## src/rtl/seg_capture.sv

```systemverilog
// rtl/seg_capture.sv - recovers MM:SS from multiplexed common-anode 7-segment scan lines
module seg_capture #(
  parameter int STABLE_CYCLES  = 16,
  parameter int TIMEOUT_CYCLES = 1048576
) (
  input  logic       clk,
  input  logic       rst_n,
  input  logic       AN0,
  input  logic       AN1,
  input  logic       AN2,
  input  logic       AN3,
  input  logic       CA,
  input  logic       CB,
  input  logic       CC,
  input  logic       CD,
  input  logic       CE,
  input  logic       CF,
  input  logic       CG,
  output logic [7:0] minutes,
  output logic [7:0] seconds,
  output logic [3:0] blank_mask,
  output logic       frame_done,
  output logic       seg_err,
  output logic       stale
);

  localparam int CW = $clog2(STABLE_CYCLES + 1);
  localparam int TW = $clog2(TIMEOUT_CYCLES + 1);
  localparam logic [CW-1:0] STABLE_MAX  = CW'(STABLE_CYCLES);
  localparam logic [TW-1:0] TIMEOUT_MAX = TW'(TIMEOUT_CYCLES);

  // Synchronizers reset to all-ones: anodes off, segments dark (idle bus).
  logic [10:0] sync1, sync2;
  logic [3:0]  an;
  logic [6:0]  seg;

  always_ff @(posedge clk or negedge rst_n) begin
    if (!rst_n) begin
      sync1 <= '1;
      sync2 <= '1;
    end else begin
      sync1 <= {AN3, AN2, AN1, AN0, CA, CB, CC, CD, CE, CF, CG};
      sync2 <= sync1;
    end
  end

  assign an  = sync2[10:7];
  assign seg = sync2[6:0];

  logic       active, idle, invalid;
  logic [1:0] idx;

  always_comb begin
    active  = 1'b0;
    idle    = 1'b0;
    invalid = 1'b0;
    idx     = 2'd0;
    case (an)
      4'b1110: begin active = 1'b1; idx = 2'd0; end
      4'b1101: begin active = 1'b1; idx = 2'd1; end
      4'b1011: begin active = 1'b1; idx = 2'd2; end
      4'b0111: begin active = 1'b1; idx = 2'd3; end
      4'b1111: idle = 1'b1;
      default: invalid = 1'b1;
    endcase
  end

  logic [3:0] dig;
  logic       legal, blank;

  always_comb begin
    dig   = 4'd0;
    legal = 1'b1;
    blank = 1'b0;
    case (seg)
      7'b0000001: dig = 4'd0;
      7'b1001111: dig = 4'd1;
      7'b0010010: dig = 4'd2;
      7'b0000110: dig = 4'd3;
      7'b1001100: dig = 4'd4;
      7'b0100100: dig = 4'd5;
      7'b0100000: dig = 4'd6;
      7'b0001111: dig = 4'd7;
      7'b0000000: dig = 4'd8;
      7'b0000100: dig = 4'd9;
      7'b1111111: begin blank = 1'b1; legal = 1'b0; end
      default:    legal = 1'b0;
    endcase
  end

  logic            prev_active;
  logic [1:0]      prev_idx;
  logic [6:0]      prev_seg;
  logic [CW-1:0]   cnt, cnt_next;
  logic            done;
  logic [1:0]      done_idx;
  logic            invalid_q;
  logic            same, capture, commit;
  logic [3:0][3:0] sh_val;
  logic [3:0]      sh_blank;
  logic [3:0]      seen;
  logic [TW-1:0]   tcnt;

  assign same = active && prev_active && (idx == prev_idx) && (seg == prev_seg);

  always_comb begin
    cnt_next = '0;
    if (active) begin
      if (!same)                  cnt_next = CW'(1);
      else if (cnt == STABLE_MAX) cnt_next = cnt;
      else                        cnt_next = cnt + CW'(1);
    end
  end

  // A digit is taken once per activation; a segment change under the same anode does not re-arm.
  assign capture = (cnt_next == STABLE_MAX) && (cnt != STABLE_MAX) &&
                   !(done && (done_idx == idx));
  assign commit  = &seen;

  always_ff @(posedge clk or negedge rst_n) begin
    if (!rst_n) begin
      prev_active <= 1'b0;
      prev_idx    <= 2'd0;
      prev_seg    <= '1;
      cnt         <= '0;
      done        <= 1'b0;
      done_idx    <= 2'd0;
      invalid_q   <= 1'b0;
      sh_val      <= '0;
      sh_blank    <= '0;
      seen        <= '0;
      tcnt        <= '0;
      minutes     <= 8'h00;
      seconds     <= 8'h00;
      blank_mask  <= 4'b0000;
      frame_done  <= 1'b0;
      seg_err     <= 1'b0;
      stale       <= 1'b1;
    end else begin
      prev_active <= active;
      prev_idx    <= idx;
      prev_seg    <= seg;
      cnt         <= cnt_next;
      invalid_q   <= invalid;

      if (capture) begin
        done     <= 1'b1;
        done_idx <= idx;
      end else if (idle) begin
        done <= 1'b0;
      end

      if (capture && legal) begin
        sh_val[idx]   <= dig;
        sh_blank[idx] <= 1'b0;
      end else if (capture && blank) begin
        sh_blank[idx] <= 1'b1;
      end

      seen <= (commit ? 4'b0000 : seen) | (capture ? (4'b0001 << idx) : 4'b0000);

      seg_err    <= (invalid && !invalid_q) || (capture && !legal && !blank);
      frame_done <= commit;
      if (commit) begin
        minutes    <= {sh_val[3], sh_val[2]};
        seconds    <= {sh_val[1], sh_val[0]};
        blank_mask <= sh_blank;
      end

      if (capture)                 tcnt <= '0;
      else if (tcnt != TIMEOUT_MAX) tcnt <= tcnt + TW'(1);

      if (commit)
        stale <= 1'b0;
      else if (!capture && (tcnt == TIMEOUT_MAX - TW'(1)))
        stale <= 1'b1;
    end
  end

endmodule

```

## config.mk

```make
export PLATFORM = sky130hd
export DESIGN_NAME = seg_capture
export DESIGN_NICKNAME = d
export VERILOG_FILES = /design/src/rtl/seg_capture.sv
export SDC_FILE = /design/constraint.sdc
export NUM_CORES = 1
export LEC_CHECK = 0
export BUFFER_PORTS_ARGS = -buffer_cell sky130_fd_sc_hd__buf_2
export CELL_PAD_IN_SITES_DETAIL_PLACEMENT = 1
export CELL_PAD_IN_SITES_GLOBAL_PLACEMENT = 2
export CORE_MARGIN = 3
export CORE_UTILIZATION = 40
export CTS_BUF_LIST = sky130_fd_sc_hd__clkbuf_4 sky130_fd_sc_hd__clkbuf_8
export CTS_CLUSTER_DIAMETER = 50
export DETAILED_ROUTE_END_ITERATION = 16
export PLACE_DENSITY_LB_ADDON = 0.1
export SLEW_MARGIN = 20
export SYNTH_ARGS = -nofsm -noshare
export SYNTH_HDL_FRONTEND = slang
export SYNTH_SLANG_ARGS = --single-unit
```

## constraint.sdc

```tcl
create_clock -name clk -period 3.5 [get_ports clk]
set_clock_uncertainty 0.15 [all_clocks]
set_input_delay 0.35 -clock clk [delete_from_list [all_inputs] [get_ports clk]]
set_output_delay 0.35 -clock clk [all_outputs]
set_load 0.01 [all_outputs]
```

==> metrics.yaml, run 1 <==
power:
  power_leakage_nw: 2.538
  p_sw_frac: 0.2199
  power_frac_seq: 0.597
  p_comb_frac: 0.043
  power-per-cell-area_mw_per_mm2: 416.8
  max-vdd-ir-drop_uv: 225.1
  power.switching_mw: 0.4871
  power.total_mw: 2.215
  clkPwrFrac: 0.360
  intPower_mw: 1.728
clock_network:
  postCtsSetupRepairBufs: 0
  clk_pin_slew_worst_paths_ns: 0.10
  cts_tree: "built"
  postCtsResizedCells: 0
  clock_path_buffers: 2
  cts_root_buf: "clkbuf_8"
  htreeDepth: 3
  cts_num_sinks: 109
  cts_hold_buf: 12
  clkLatencyLatePin_ns: 0.38
  cts-buffers-inserted: 9
routing:
  via_count: 3131
  routedWlPerCell_um: 15.55
  drtIter0Drc: 126
  final_antenna_net_count: 0
  postRouteWirelength_um: 9581
  dr.pass1.iters: 4
  drc: 0
  viasPerCell: 5.083
die:
  die_h_um: 113.9
  num_rows: 38
  initial_core_util: 0.4188
  ioPinCount: 36
  core_sq_mm: 0.01113
  dieArea_sq_mm: 0.01298
  die_x_um: 113.9
place:
  placed_cells: 588
  hpwl_um: 6631
  place_area_sq_mm: 0.004986
  port_buffers: 35
  dp_slack_ns: 0.4855
  routabilityCongestion: 0.7441
sta:
  fin_crit_sh: 0.8480
  post-route-min-period_ns: 2.968
  max_slew_margin: 0.3851
  drv_slew: 0
  rsz0062_at_grt: "false"
  final.setup.tns_ns: 0
  fmaxAchievable_ghz: 0.3369
  hold_ws_ns: 0.2093
  setup_violations: 0
  setup_slack_ns: 0.5321
  worst_pin_slew_ns: 0.9223
  hold_viol_final: 0
final_layout:
  drive_above_1_share: 0.2479
  seq_area_sq_mm: 0.002765
  nets: 488
  layout_common_cells: "nand2_1, dfrtp_1, nor2_1"
  layout_commonest_cell: "nand2_1"
  syn_to_final_growth_pct: 14.07
  n_antenna_cell: 0
  stdcell_area_sq_mm: 0.005315
  layout.cells.non_filler: 616
  multiInputGateArea_sq_mm: 0.001773
  fill_cells: 1248
  utilization: 0.4777
setup_path:
  timing.rr.start: "sync2[8]"
  crit_type: "register to register"
  worstPathRequired_ns: 3.62
  critPathCaptureType: "register"
  timing.rr.end: "sh_val[11]"
  rr_worst_depth: 6
  worst-r2r-setup-slack_ns: 0.53
  arrival_ns: 3.09
  slowest_stage: "dfstp_2"
  crit_fanout: 11
  slowest_delay_ns: 0.63
  path_cells: "or3b_1 -> a211oi_1 -> o211ai_1 -> nand4b_4 -> nor4_4 -> mux2_2"
  critPathLaunchType: "register"
outcome:
  status: "complete, no violations"
logic_synthesis:
  avgSynthCellArea_sq_um: 10.96
  yosysSeqAreaShare: 0.5934
  synth-seq-cells: 109
  yosysUniqueCellTypes: 53
  ys_warn_count: 0
  netlist_area_sq_mm: 0.004659
  synth-async-reset-ratio: 1.000
  syn_nets: 442
  synth_cells: 425
  synth_edf_count: 0
  synthFlopType: "dfrtp_1"
global_route:
  track_usage: 0.1634
  grt_max_degree: 74
  grt_pass1_vias: 3331
  grt_overflow: 0
  antenna_found_initial: 0
  grt_first_pass_wirelength_um: 16730
job:
  maxCapViolations: 0
min_path:
  hold_class: "register to register"
  whs_endpoint: "sync2[4]"
  worstHoldStart: "sync1[4]"
  holdPathStages: 0
==> routing by layer <==
metal / up-vias / track usage / routed length, um
li1: 1522 / - / -
met1: 1558 / 0.2287 / 4703
met2: 38 / 0.2506 / 4440
met3: 13 / 0.02599 / 235
met4: 0 / 0.07363 / 202
met5: - / 0 / 0
==> Yosys cell counts (all sizes together) (2+ instances only) <==
master | n | area, sq um
nand2 | 87 | 326.6
dfrtp | 79 | 1977
nor2 | 44 | 175.2
dfstp | 30 | 788.3
xor2 | 21 | 183.9
mux2 | 19 | 214.0
nand3 | 15 | 75.07
o21ai | 12 | 60.06
xnor2 | 11 | 96.34
inv | 10 | 37.53
nor3 | 10 | 60.06
buf | 9 | 50.04
clkbuf | 9 | 33.78
nor4 | 6 | 52.55
a21oi | 5 | 28.78
nand4 | 5 | 31.28
ha | 4 | 50.05
nand3b | 4 | 30.03
nand4b | 4 | 56.30
nor3b | 4 | 41.29
a31oi | 3 | 18.77
and3 | 3 | 18.77
o211ai | 3 | 22.52
or3 | 3 | 18.77
a211oi | 2 | 15.01
a22o | 2 | 17.52
and4 | 2 | 17.52
nor4b | 2 | 17.52
o21a | 2 | 15.01
or3b | 2 | 17.52
==> cell type report <==
class	instances	area share
Inverter	10	0.007062
Clock buffer	14	0.03272
Sequential cell	109	0.5202
Timing Repair Buffer	53	0.06685
Clock inverter	2	0.006591
Multi-Input combinational cell	288	0.3336
Tap cell	140	0.03296
==> worst max-delay path: cells and delay by family (launching register included) <==
family / cells / cell delay, ns
simple gates: 3 / 1.15
flops: 1 / 0.63
compound gates: 2 / 0.56
mux: 1 / 0.38
==> registers in the layout (all words and copies together) (netlist names), 5 cells and up, named ones only <==
name,count
tcnt,21
sh_val,16
sync1,11
sync2,11
minutes,8
seconds,8
prev_seg,7
cnt,5
==> logic make-up (layout without fill, tap and decap cells) <==
logic type	after synthesis	after routing	synth area share
xor gates and xnor gates	32	32	0.06015
buffers and inverters	28	79	0.02604
and+or+nand+nor	197	197	0.2119
adders and majority gates	4	4	0.01074
muxes	20	20	0.04807
DFF	109	109	0.5934
AOI/OAI and AO/OA	35	35	0.04968
==> power groups by stage <==
stage	clock network, mW	logic (mW)	registers [mW]
after CTS	0.832	0.0993	1.32
after detailed placement	0	0.0889	1.35
after global placement	0	0.0864	1.34
after floorplan	0	0.0565	1.33
final	0.797	0.0963	1.32
after global routing	0.885	0.109	1.33
==> how the worst max path moves through the flow <==
stage | end | slack [ns] | from
after detailed placement | sh_val[10] | 0.49 | sync2[8]
after global placement | sh_val[9] | 0.60 | sync2[8]
after CTS | sh_val[10] | 0.49 | sync2[8]
final | sh_val[11] | 0.53 | sync2[8]
after global routing | sh_val[9] | 0.30 | sync2[8]
after floorplan | sh_val[10] | 0.87 | sync2[5]
Note: power is estimated with default switching activity, not from simulation.
==> inputs of run 2 (changes only) <==
ABC_AREA = 1   (was default)
CORE_UTILIZATION = 39   (was 40)
clock period = 2.88 ns   (was 3.5 ns; I/O delays follow)
==> run 2 against run 1 <==
  * Clock power up 20%
  * Final area is 1.8% higher
  * Sequential power up 20%
  * Highest routed layer unchanged
  * Critical path depth up 8
  * Core utilization shrank 1.2 points
==> metrics.yaml, run 2 <==
outcome:
  status: "complete, no violations"
global_route:
  grt_first_pass_wirelength_um: 17820  # +6.6%
  grt_max_degree: 110  # +49%
  grt_overflow: 0  # unchanged
  grt_pass1_vias: 3651  # +9.6%
  antenna_found_initial: 0  # unchanged
  track_usage: 0.1722  # +0.008793
final_layout:
  layout_common_cells: "nand2_1, dfrtp_1, inv_1"
  syn_to_final_growth_pct: 15.16
  drive_above_1_share: 0.2256  # -0.02232
  nets: 575  # +18%
  largest_register: "tcnt"
  utilization: 0.4657  # -0.01199
  largest_reg_flops: 21  # unchanged
  reg_top3: "tcnt (21), sh_val (16)"
  seq_area_sq_mm: 0.002765  # unchanged
  layout_commonest_cell: "nand2_1"
  fill_cells: 1349  # +8.1%
  stdcell_area_sq_mm: 0.005409  # +1.8%
  layout.cells.non_filler: 706  # +15%
  multiInputGateArea_sq_mm: 0.001635  # -7.8%
  n_antenna_cell: 0  # unchanged
logic_synthesis:
  synth_edf_count: 0  # unchanged
  synth_top_area_share: 0.4209  # -0.003391
  synthTopCellsByCount: "nand2_1, dfrtp_1, inv_1"
  synth_area_leader_cell: "dfrtp_1"
  synth_top_family_by_area: "simple AND/OR/NAND/NOR gates"
  avgSynthCellArea_sq_um: 9.394  # -14%
  synth_compound_area_frac: 0.03277  # -0.01691
  ys_warn_count: 0  # unchanged
  yosysUniqueCellTypes: 31  # -42%
  synthFlopType: "dfrtp_1"
  synth-seq-cells: 109  # unchanged
  yosysSeqAreaShare: 0.5887  # -0.004743
  yosys.area_share.xor_xnor: 0.02983  # -0.03032
  synth_area_leaders: "dfrtp_1, dfstp_2, nand2_1"
  synth-simple-area-share: 0.2347  # +0.02281
  yosys-mux-area-fraction: 0.03836  # -0.009708
  yosysMostFrequentCell: "nand2_1"
  yosys.area_share.adder: 0.01066  # -0.00008584
  syn_nets: 517  # +17%
  synth_cells: 500  # +18%
  synth-async-reset-ratio: 1.000  # unchanged
  netlist_area_sq_mm: 0.004697  # +0.81%
die:
  num_rows: 39  # +2.6%
  die_x_um: 115.7  # +1.6%
  die_h_um: 115.7  # +1.6%
  ioPinCount: 36  # unchanged
  initial_core_util: 0.4044  # -0.01436
  dieArea_sq_mm: 0.01340  # +3.2%
  core_sq_mm: 0.01161  # +4.4%
clock_network:
  cts_tree: "built"
  cts_root_buf: "clkbuf_8"
  clk_pin_slew_worst_paths_ns: 0.10  # about the same
  clock_path_buffers: 2  # unchanged
  clkLatencyLatePin_ns: 0.39  # about the same
  htreeDepth: 3  # unchanged
  cts_num_sinks: 109  # unchanged
  cts-buffers-inserted: 9  # unchanged
sta:
  setup_violations: 0  # unchanged
  worst_pin_slew_ns: 0.6464  # -0.2759 ns
  setup_slack_ns: 0.3492  # -0.1829 ns
  drv_slew: 0  # unchanged
  hold_ws_ns: 0.2079  # -0.001387 ns
  rsz0062_at_grt: "false"
  fmaxAchievable_ghz: 0.3951  # +17%
  final.setup.tns_ns: 0  # unchanged
  max_slew_margin: 0.5690  # +0.1839
  hold_viol_final: 0  # unchanged
  post-route-min-period_ns: 2.531  # -0.4371 ns
  fin_crit_sh: 0.8787  # +0.03078
routing:
  postRouteWirelength_um: 10380  # +8.3%
  routedWlPerCell_um: 14.70  # -5.5%
  via_count: 3408  # +8.8%
  drc: 0  # unchanged
  viasPerCell: 4.827  # -5.0%
  final_antenna_net_count: 0  # unchanged
  drtIter0Drc: 126  # unchanged
  dr.pass1.iters: 4  # unchanged
power:
  power.total_mw: 2.674  # +21%
  power_leakage_nw: 2.797  # +10%
  power-per-cell-area_mw_per_mm2: 494.5  # +19%
  max-vdd-ir-drop_uv: 386.6  # +72%
min_path:
  hold_class: "register to register"
  worstHoldStart: "sync1[2]"
  whs_endpoint: "sync2[2]"
  holdPathStages: 0  # unchanged
job:
  maxCapViolations: 0  # unchanged
place:
  dp_slack_ns: 0.2541  # -0.2315 ns
  routabilityCongestion: 0.8460  # +14%
  placed_cells: 678  # +15%
  place_area_sq_mm: 0.005082  # +1.9%
  port_buffers: 35  # unchanged
  hpwl_um: 7542  # +14%
setup_path:
  critPathLaunchType: "register"
  crit_fanout: 20  # +9
  slowest_stage: "dfstp_2"
  path_cells: "inv_1 -> nor2_1 -> nand2_4 -> nand2_2 -> nand2_1 -> nand2_1 -> nor2_2 -> nand3_1 -> nand2_1 -> nor2_2 -> buf_4 -> nand2_2 -> inv_2 -> o21ai_0"
  worst-r2r-setup-slack_ns: 0.35  # -0.18 ns
  crit_type: "register to register"
  timing.rr.end: "done_idx[1]"
  cpMostUsedCell: "nand2_1"
  worstPathRequired_ns: 2.99  # -0.63 ns
  arrival_ns: 2.64  # -0.45 ns
  critPathCaptureType: "register"
  timing.rr.start: "sync2[9]"
  slowest_delay_ns: 0.55  # -0.08 ns
  rr_worst_depth: 14  # +8
run 2: how the worst max path moves through the flow:
| stage | cells past startpoint | slack, ns | from | end |
|---|---|---|---|---|
| 2_1_floorplan | 13 | 0.80 | sync2[9] | sh_val[9] |
| 3_3_place_gp | 12 | 0.38 | sync2[9] | sh_val[5] |
| 3_5_place_dp | 9 | 0.25 | sync2[10] | done_idx[1] |
| 4_1_cts | 11 | 0.22 | sync2[9] | done_idx[1] |
| 5_1_grt | 12 | 0.06 | sync2[9] | done_idx[1] |
| 6_report | 14 | 0.35 | sync2[9] | done_idx[1] |
run 2: repair_timing:
action / in CTS / in global routing
gates resized for setup: 0 / 1
buffers inserted: 0 / 0
hold buffers: 12 / 0
endpoints found under the hold margin: 90 / 0
setup endpoints to repair: 0 / 2
run 2: kinds of logic after synthesis:
kind of cell	after synthesis
AO/OA/AOI/OAI	28
adder cells (fa/ha/maj)	4
flip-flops	109
multiplexers	16
AND/OR/NAND/NOR	250
XOR/XNOR	16
buffers and inverters	77
run 2: critical path: cells and delay by family, from the launching register on:
family / cells / cell delay, ns
AOI/OAI and AO/OA: 1 / 0.16
buffers and inverters: 3 / 0.53
DFF: 1 / 0.55
and+or+nand+nor: 10 / 1.00
run 2: area by class of cell:
| cell class | count | area share |
|---|---|---|
| inverters | 70 | 0.04858 |
| flip-flops and latches | 109 | 0.5112 |
| well taps | 143 | 0.03308 |
| multi-input cells | 314 | 0.3023 |
| clock buffers | 9 | 0.02290 |
| repair buffers | 54 | 0.06708 |
| clock inverters | 7 | 0.01480 |
run 2: layer usage:
layer | global-route usage | vias to the layer above | part of all wire
li1 | - | 1693 | -
met1 | 0.2275 | 1667 | 0.48
met2 | 0.2813 | 36 | 0.47
met3 | 0.04178 | 12 | 0.027
met4 | 0.05568 | 0 | 0.016
met5 | 0 | - | 0
run 2: power by group:
group          switching (mW)  leakage, nW  internal, mW
combinational          0.0869         1.30        0.0400
sequential             0.0187         1.40          1.57
clock                   0.541        0.104         0.414
